==> src/rtl/block_average_scaler.sv <==
// Frame downscaler: each output pixel is the mean of an NxN source block (N = 1<<zoom_shift),
// read from a synchronous source RAM and written linearly to the output buffer.
module block_average_scaler #(
   parameter int IMG_W     = 160,
   parameter int IMG_H     = 120,
   parameter int PIX_W     = 8,
   parameter int RA_W      = 15,
   parameter int WA_W      = 15,
   parameter int RD_LAT    = 1,
   parameter int MAX_SHIFT = 2,
   parameter int ROUND     = 1
) (
   input  logic             clk,
   input  logic             reset_n,
   input  logic             start,
   input  logic [1:0]       zoom_shift,
   output logic             busy,
   output logic             done,
   output logic             err,
   output logic [RA_W-1:0]  rd_addr,
   output logic             rd_en,
   input  logic [PIX_W-1:0] rd_data,
   output logic [WA_W-1:0]  wr_addr,
   output logic [PIX_W-1:0] wr_data,
   output logic             wr_en
);

   localparam int AW = PIX_W + 2*MAX_SHIFT;
   localparam int SW = AW + 1;
   localparam int XW = $clog2(IMG_W);
   localparam int YW = $clog2(IMG_H);
   localparam int DW = (MAX_SHIFT > 0) ? MAX_SHIFT : 1;
   localparam int LW = (RD_LAT > 1) ? $clog2(RD_LAT) : 1;

   typedef enum logic [2:0] {IDLE, FETCH, DRAIN, WRITE, FIN} state_t;

   state_t            state, state_nx;
   logic [1:0]        s;
   logic [XW-1:0]     ox, ox_last;
   logic [YW-1:0]     oy, oy_last;
   logic [DW-1:0]     dx, dy, n_m1;
   logic [LW-1:0]     dcnt;
   logic [AW-1:0]     acc;
   logic [RD_LAT-1:0] vld;
   logic [RA_W-1:0]   rd_addr_q, rd_addr_c, row_c;
   logic [WA_W-1:0]   wr_addr_q, wr_addr_c;
   logic [PIX_W-1:0]  wr_data_q, wr_data_c;
   logic [SW-1:0]     sum_c, quo_c;
   logic              start_ok, start_bad, last_sample, last_pix;

   assign start_ok    = start && (32'(zoom_shift) <= MAX_SHIFT);
   assign start_bad   = start && !start_ok;
   assign n_m1        = DW'((32'd1 << s) - 32'd1);
   assign ox_last     = XW'((IMG_W >> s) - 1);
   assign oy_last     = YW'((IMG_H >> s) - 1);
   assign last_sample = (dx == n_m1) && (dy == n_m1);
   assign last_pix    = (ox == ox_last) && (oy == oy_last);

   always_comb begin
      row_c     = (RA_W'(oy) << s) + RA_W'(dy);
      rd_addr_c = row_c * RA_W'(IMG_W) + (RA_W'(ox) << s) + RA_W'(dx);
      wr_addr_c = WA_W'(oy) * (WA_W'(IMG_W) >> s) + WA_W'(ox);
      sum_c     = {1'b0, acc};
      if (ROUND != 0 && s != 2'd0)
         sum_c = sum_c + (SW'(1) << ({s, 1'b0} - 3'd1));
      quo_c     = sum_c >> {s, 1'b0};
      wr_data_c = (quo_c > SW'({PIX_W{1'b1}})) ? '1 : quo_c[PIX_W-1:0];
   end

   // Addresses and data are only driven live while their strobe is high; otherwise the last value holds.
   assign rd_en   = (state == FETCH);
   assign wr_en   = (state == WRITE);
   assign busy    = (state == FETCH) || (state == DRAIN) || (state == WRITE);
   assign done    = (state == FIN);
   assign rd_addr = rd_en ? rd_addr_c : rd_addr_q;
   assign wr_addr = wr_en ? wr_addr_c : wr_addr_q;
   assign wr_data = wr_en ? wr_data_c : wr_data_q;

   always_comb begin
      state_nx = state;
      case (state)
         IDLE:    if (start_ok) state_nx = FETCH;
                  else if (start_bad) state_nx = FIN;
         FETCH:   if (last_sample) state_nx = DRAIN;
         DRAIN:   if (dcnt == LW'(RD_LAT - 1)) state_nx = WRITE;
         WRITE:   state_nx = last_pix ? FIN : FETCH;
         FIN:     state_nx = IDLE;
         default: state_nx = IDLE;
      endcase
   end

   always_ff @(posedge clk) begin
      if (!reset_n) begin
         state     <= IDLE;
         s         <= '0;
         ox        <= '0;
         oy        <= '0;
         dx        <= '0;
         dy        <= '0;
         dcnt      <= '0;
         acc       <= '0;
         vld       <= '0;
         err       <= 1'b0;
         rd_addr_q <= '0;
         wr_addr_q <= '0;
         wr_data_q <= '0;
      end else begin
         state     <= state_nx;
         vld       <= RD_LAT'({vld, rd_en});
         rd_addr_q <= rd_addr;
         wr_addr_q <= wr_addr;
         wr_data_q <= wr_data;
         if (vld[RD_LAT-1])
            acc <= acc + AW'(rd_data);
         case (state)
            IDLE: begin
               if (start_ok) begin
                  s   <= zoom_shift;
                  ox  <= '0;
                  oy  <= '0;
                  dx  <= '0;
                  dy  <= '0;
                  acc <= '0;
                  err <= 1'b0;
               end else if (start_bad) begin
                  err <= 1'b1;
               end
            end
            FETCH: begin
               dcnt <= '0;
               if (dx == n_m1) begin
                  dx <= '0;
                  dy <= (dy == n_m1) ? '0 : dy + 1'b1;
               end else begin
                  dx <= dx + 1'b1;
               end
            end
            DRAIN: dcnt <= dcnt + 1'b1;
            WRITE: begin
               acc <= '0;
               if (ox == ox_last) begin
                  ox <= '0;
                  oy <= oy + 1'b1;
               end else begin
                  ox <= ox + 1'b1;
               end
            end
            default: ;
         endcase
      end
   end

endmodule

==> config.mk <==
export PLATFORM = sky130hd
export DESIGN_NAME = block_average_scaler
export DESIGN_NICKNAME = d
export VERILOG_FILES = /design/src/rtl/block_average_scaler.sv
export SDC_FILE = /design/constraint.sdc
export NUM_CORES = 1
export LEC_CHECK = 0
export CORE_MARGIN = 5
export CORE_UTILIZATION = 50
export DETAILED_ROUTE_END_ITERATION = 10
export PLACE_DENSITY = 0.72
export SYNTH_ARGS = -nofsm -noshare
export SYNTH_HDL_FRONTEND = slang
export SYNTH_SLANG_ARGS = --single-unit
==> constraint.sdc <==
create_clock -name clk -period 7.6 [get_ports clk]
set_input_delay 2.28 -clock clk [delete_from_list [all_inputs] [get_ports clk]]
set_output_delay 2.28 -clock clk [all_outputs]
set_load 0.02 [all_outputs]
==> results.py <==
metrics = {
    "power_and_ir_drop": {
        "p_clk_share_pct": 43.0,
        "total_power_w": 0.00111,
        "power.leakage_nw": 3.92,
        "pwr-share-seq_pct": 38.4,
        "ir_worst_vdd_mv": 0.136,
        "p_comb_share_pct": 18.7,
        "switching_power_w": 0.000326,
        "p_sw_share_pct": 29.4,
        "power.density_nw_per_um2": 128,
        "p_int_w": 0.000783,
    },
    "hold_path": {
        "hold_start": "wr_addr_q[2]",
        "min_to": "wr_addr_q[2]",
        "hold_path_depth": 2,
        "hold_path.class": "flip-flop to flip-flop",
    },
    "route": {
        "drt_pre_antenna_iters": 5,
        "via_count": 6636,
        "drtAntennaViolNets": 0,
        "viasPerCell": 5.63,
        "drc_errors": 0,
        "dr.first_iter.drc_count": 379,
        "drt-total-wl_um": 18000,
        "wl_per_cell_um": 15.2,
    },
    "run": {
        "cap_violations": 0,
    },
    "placement": {
        "detailed_place_hpwl_um": 13800,
        "io_buffer_count": 55,
        "pre_cts_ws_ns": 0.175,
        "finalWeightedCongestion": 0.858,
    },
    "sta": {
        "finalSetupTns_ns": 0,
        "setup_ws_ns": 0.304,
        "finalHoldViolCount": 0,
        "setup_viol": 0,
        "holdWs_ns": 0.461,
        "fin_crit_sh_pct": 96.0,
        "skew_ns": 0.0112,
        "drv_slew": 0,
        "rsz0062_at_grt": "false",
        "max_freq_mhz": 137,
        "maxSlewHeadroom_pct": 41.6,
        "tightest_slew_ns": 0.874,
        "fin_crit_ns": 7.30,
    },
    "setup_path": {
        "r2r-end": "wr_addr_q[14]",
        "worst-path-max-fanout": 8,
        "start_kind": "flip-flop",
        "crit_arrival_ns": 5.02,
        "worstSetupPathType": "flip-flop to primary output",
        "r2r_cells": 16,
        "cp-end-kind": "primary output",
        "r2r_slack_ns": 3.09,
        "critPathRequiredTime_ns": 5.32,
        "r2r_start": "s[0]",
    },
    "clocking": {
        "cts-buffers-inserted": 9,
        "clkSinkCount": 77,
        "htree_num_levels": 3,
        "root_buffer": "clkbuf_16",
        "tritoncts": "done",
        "cts.path.max_buffers": 2,
        "hold_buffers": 0,
        "clk_latency_ns": 0.35,
        "cts.clk_slew.worst_paths_ns": 0.07,
    },
    "yosys": {
        "yosysWarningCount": 0,
        "synth.top_cell.area_share_pct": 20.4,
        "synth_area_leaders": "dfxtp_1 (20%), ha_1 (14%), fa_1 (7.4%)",
        "synth_seq_cells": 77,
        "synth-main-ff-cell": "dfxtp_1",
        "syn_nets": 1065,
        "yosysSeqAreaShare_pct": 20.4,
        "netlist_instances": 942,
        "ys_types": 80,
        "avgSynthCellArea_um2": 8.01,
        "synth_edf_count": 0,
        "synth_top_cell_by_area": "dfxtp_1",
        "async_flop_share_pct": 0,
        "syn_area_um2": 7540,
    },
    "floorplan": {
        "die_area_um2": 17600,
        "fp.coreArea_um2": 15000,
        "initial_core_util_pct": 50.4,
        "fp.dieH_um": 133,
        "ios": 56,
        "rows": 45,
        "die_width_um": 133,
    },
    "grt": {
        "grt_pass1_vias": 6266,
        "grt_pass1_wl_um": 30100,
        "grt_max_degree": 36,
        "grt-ovfl-total": 0,
        "track_usage_pct": 20.4,
        "antenna_found_initial": 0,
    },
    "run_status": {
        "outcome": "finished clean",
    },
    "final_layout": {
        "area_growth_pct": 15.0,
        "final_layout_size_suffix_gt1_share_pct": 7.16,
        "diodes": 0,
        "layout.nets": 1109,
    },
}
## area by class of cell
cell class	count	area, um2
fill	1375	6300
tap	188	235
clock buffer	9	225
timing repair buffer	78	738
clock inverter	7	97.6
sequential	77	1550
multi-input combinational	751	5570
inverter	69	262
## routing by layer
layer	vias up	global-route usage (%)	part of all wire (%)
met5	-	0	0
li1	3365	-	-
met2	137	35.5	49
met4	0	6.00	2.0
met1	3106	25.6	45
met3	28	3.65	3.4
## kinds of logic after synthesis
group / share of synthesized area, %
buffers and inverters: 5.99
flip-flops: 20.4
AO/OA/AOI/OAI: 18.1
XOR/XNOR: 7.31
multiplexers: 4.79
adder cells (fa/ha/maj): 21.0
AND/OR/NAND/NOR: 22.4
## power by group through the flow
stage	registers, W	logic (W)	clock network, W
5_1_grt	0.000426	0.000227	0.000501
3_5_place_dp	0.000434	0.000207	0
6_report	0.000425	0.000207	0.000476
4_1_cts	0.000425	0.000208	0.000484
2_1_floorplan	0.000428	0.000152	0
3_3_place_gp	0.000434	0.000205	0
## worst max-delay path, cell delays in order (launching register included)
cell and delay, ns:
dfxtp_4 0.42, clkinv_2 0.09, ha_1 0.27, and2_1 0.19
fa_1 0.48, inv_1 0.05, fa_1 0.46, fa_1 0.52
fa_1 0.54, inv_1 0.04, ha_1 0.33, o21ai_1 0.16
a21oi_1 0.09, o21ai_1 0.23, o21ai_0 0.14, xnor2_1 0.24
a21oi_2 0.07, dlygate4sd2_1 0.33
## cell usage after synthesis (22+ instances only)
| library cell | instances |
|---|---|
| and2_1 | 41 |
| clkbuf_1 | 34 |
| mux2i_1 | 29 |
| xor2_1 | 26 |
| nor2_1 | 78 |
| dfxtp_1 | 77 |
| inv_1 | 64 |
| o21ai_0 | 47 |
| nand3_1 | 22 |
| a21oi_1 | 58 |
| ha_1 | 82 |
| fa_1 | 28 |
| nand2_1 | 101 |
| xnor2_1 | 37 |
## per-stage QoR
| step | std cells | instance area (um2) | utilization (%) |
|---|---|---|---|
| final | 1179 | 8680 | 57.9 |
| after global routing | 1179 | 8680 | 57.9 |
| after detailed placement | 1162 | 8310 | 55.5 |
| after CTS | 1178 | 8640 | 57.7 |
| after global placement | 1162 | 8310 | 55.5 |
| after floorplan | 942 | 7560 | - |
## cell usage in the layout, fill, tap and decap left out, drive strengths merged, types with 29 or more instances in the layout
cell type and count:
a21oi 58, and2 42, clkdlybuf4s50 45, dfxtp 77, ha 82, inv 65
mux2i 29, nand2 101, nor2 78, o21ai 49, xnor2 37
## worst max path at each step
stage	startpoint	endpoint	cells after the start
floorplan	s[0]	wr_addr[14]	21
global placement	s[0]	wr_addr[14]	16
detailed placement	s[0]	wr_addr[14]	16
CTS	s[0]	rd_addr[14]	23
global route	s[0]	wr_addr[11]	17
finish	s[0]	wr_addr[14]	17
## sequential cells by signal, indices dropped and copies added, names as in the netlist
name / count
err: 1
state: 3
s: 2
wr_addr_q: 15
oy: 7
dcnt: 1
rd_addr_q: 15
wr_data_q: 8
dy: 2
vld: 1
acc: 12
dx: 2
ox: 8
## timing repair
item,4_1_cts,5_1_grt
endpoints found under the setup margin,6,11
buffers inserted,0,1
pin swaps,0,1
gates resized for setup,10,12
endpoints found under the hold margin,0,0
Note: power is estimated with default switching activity, not from simulation.
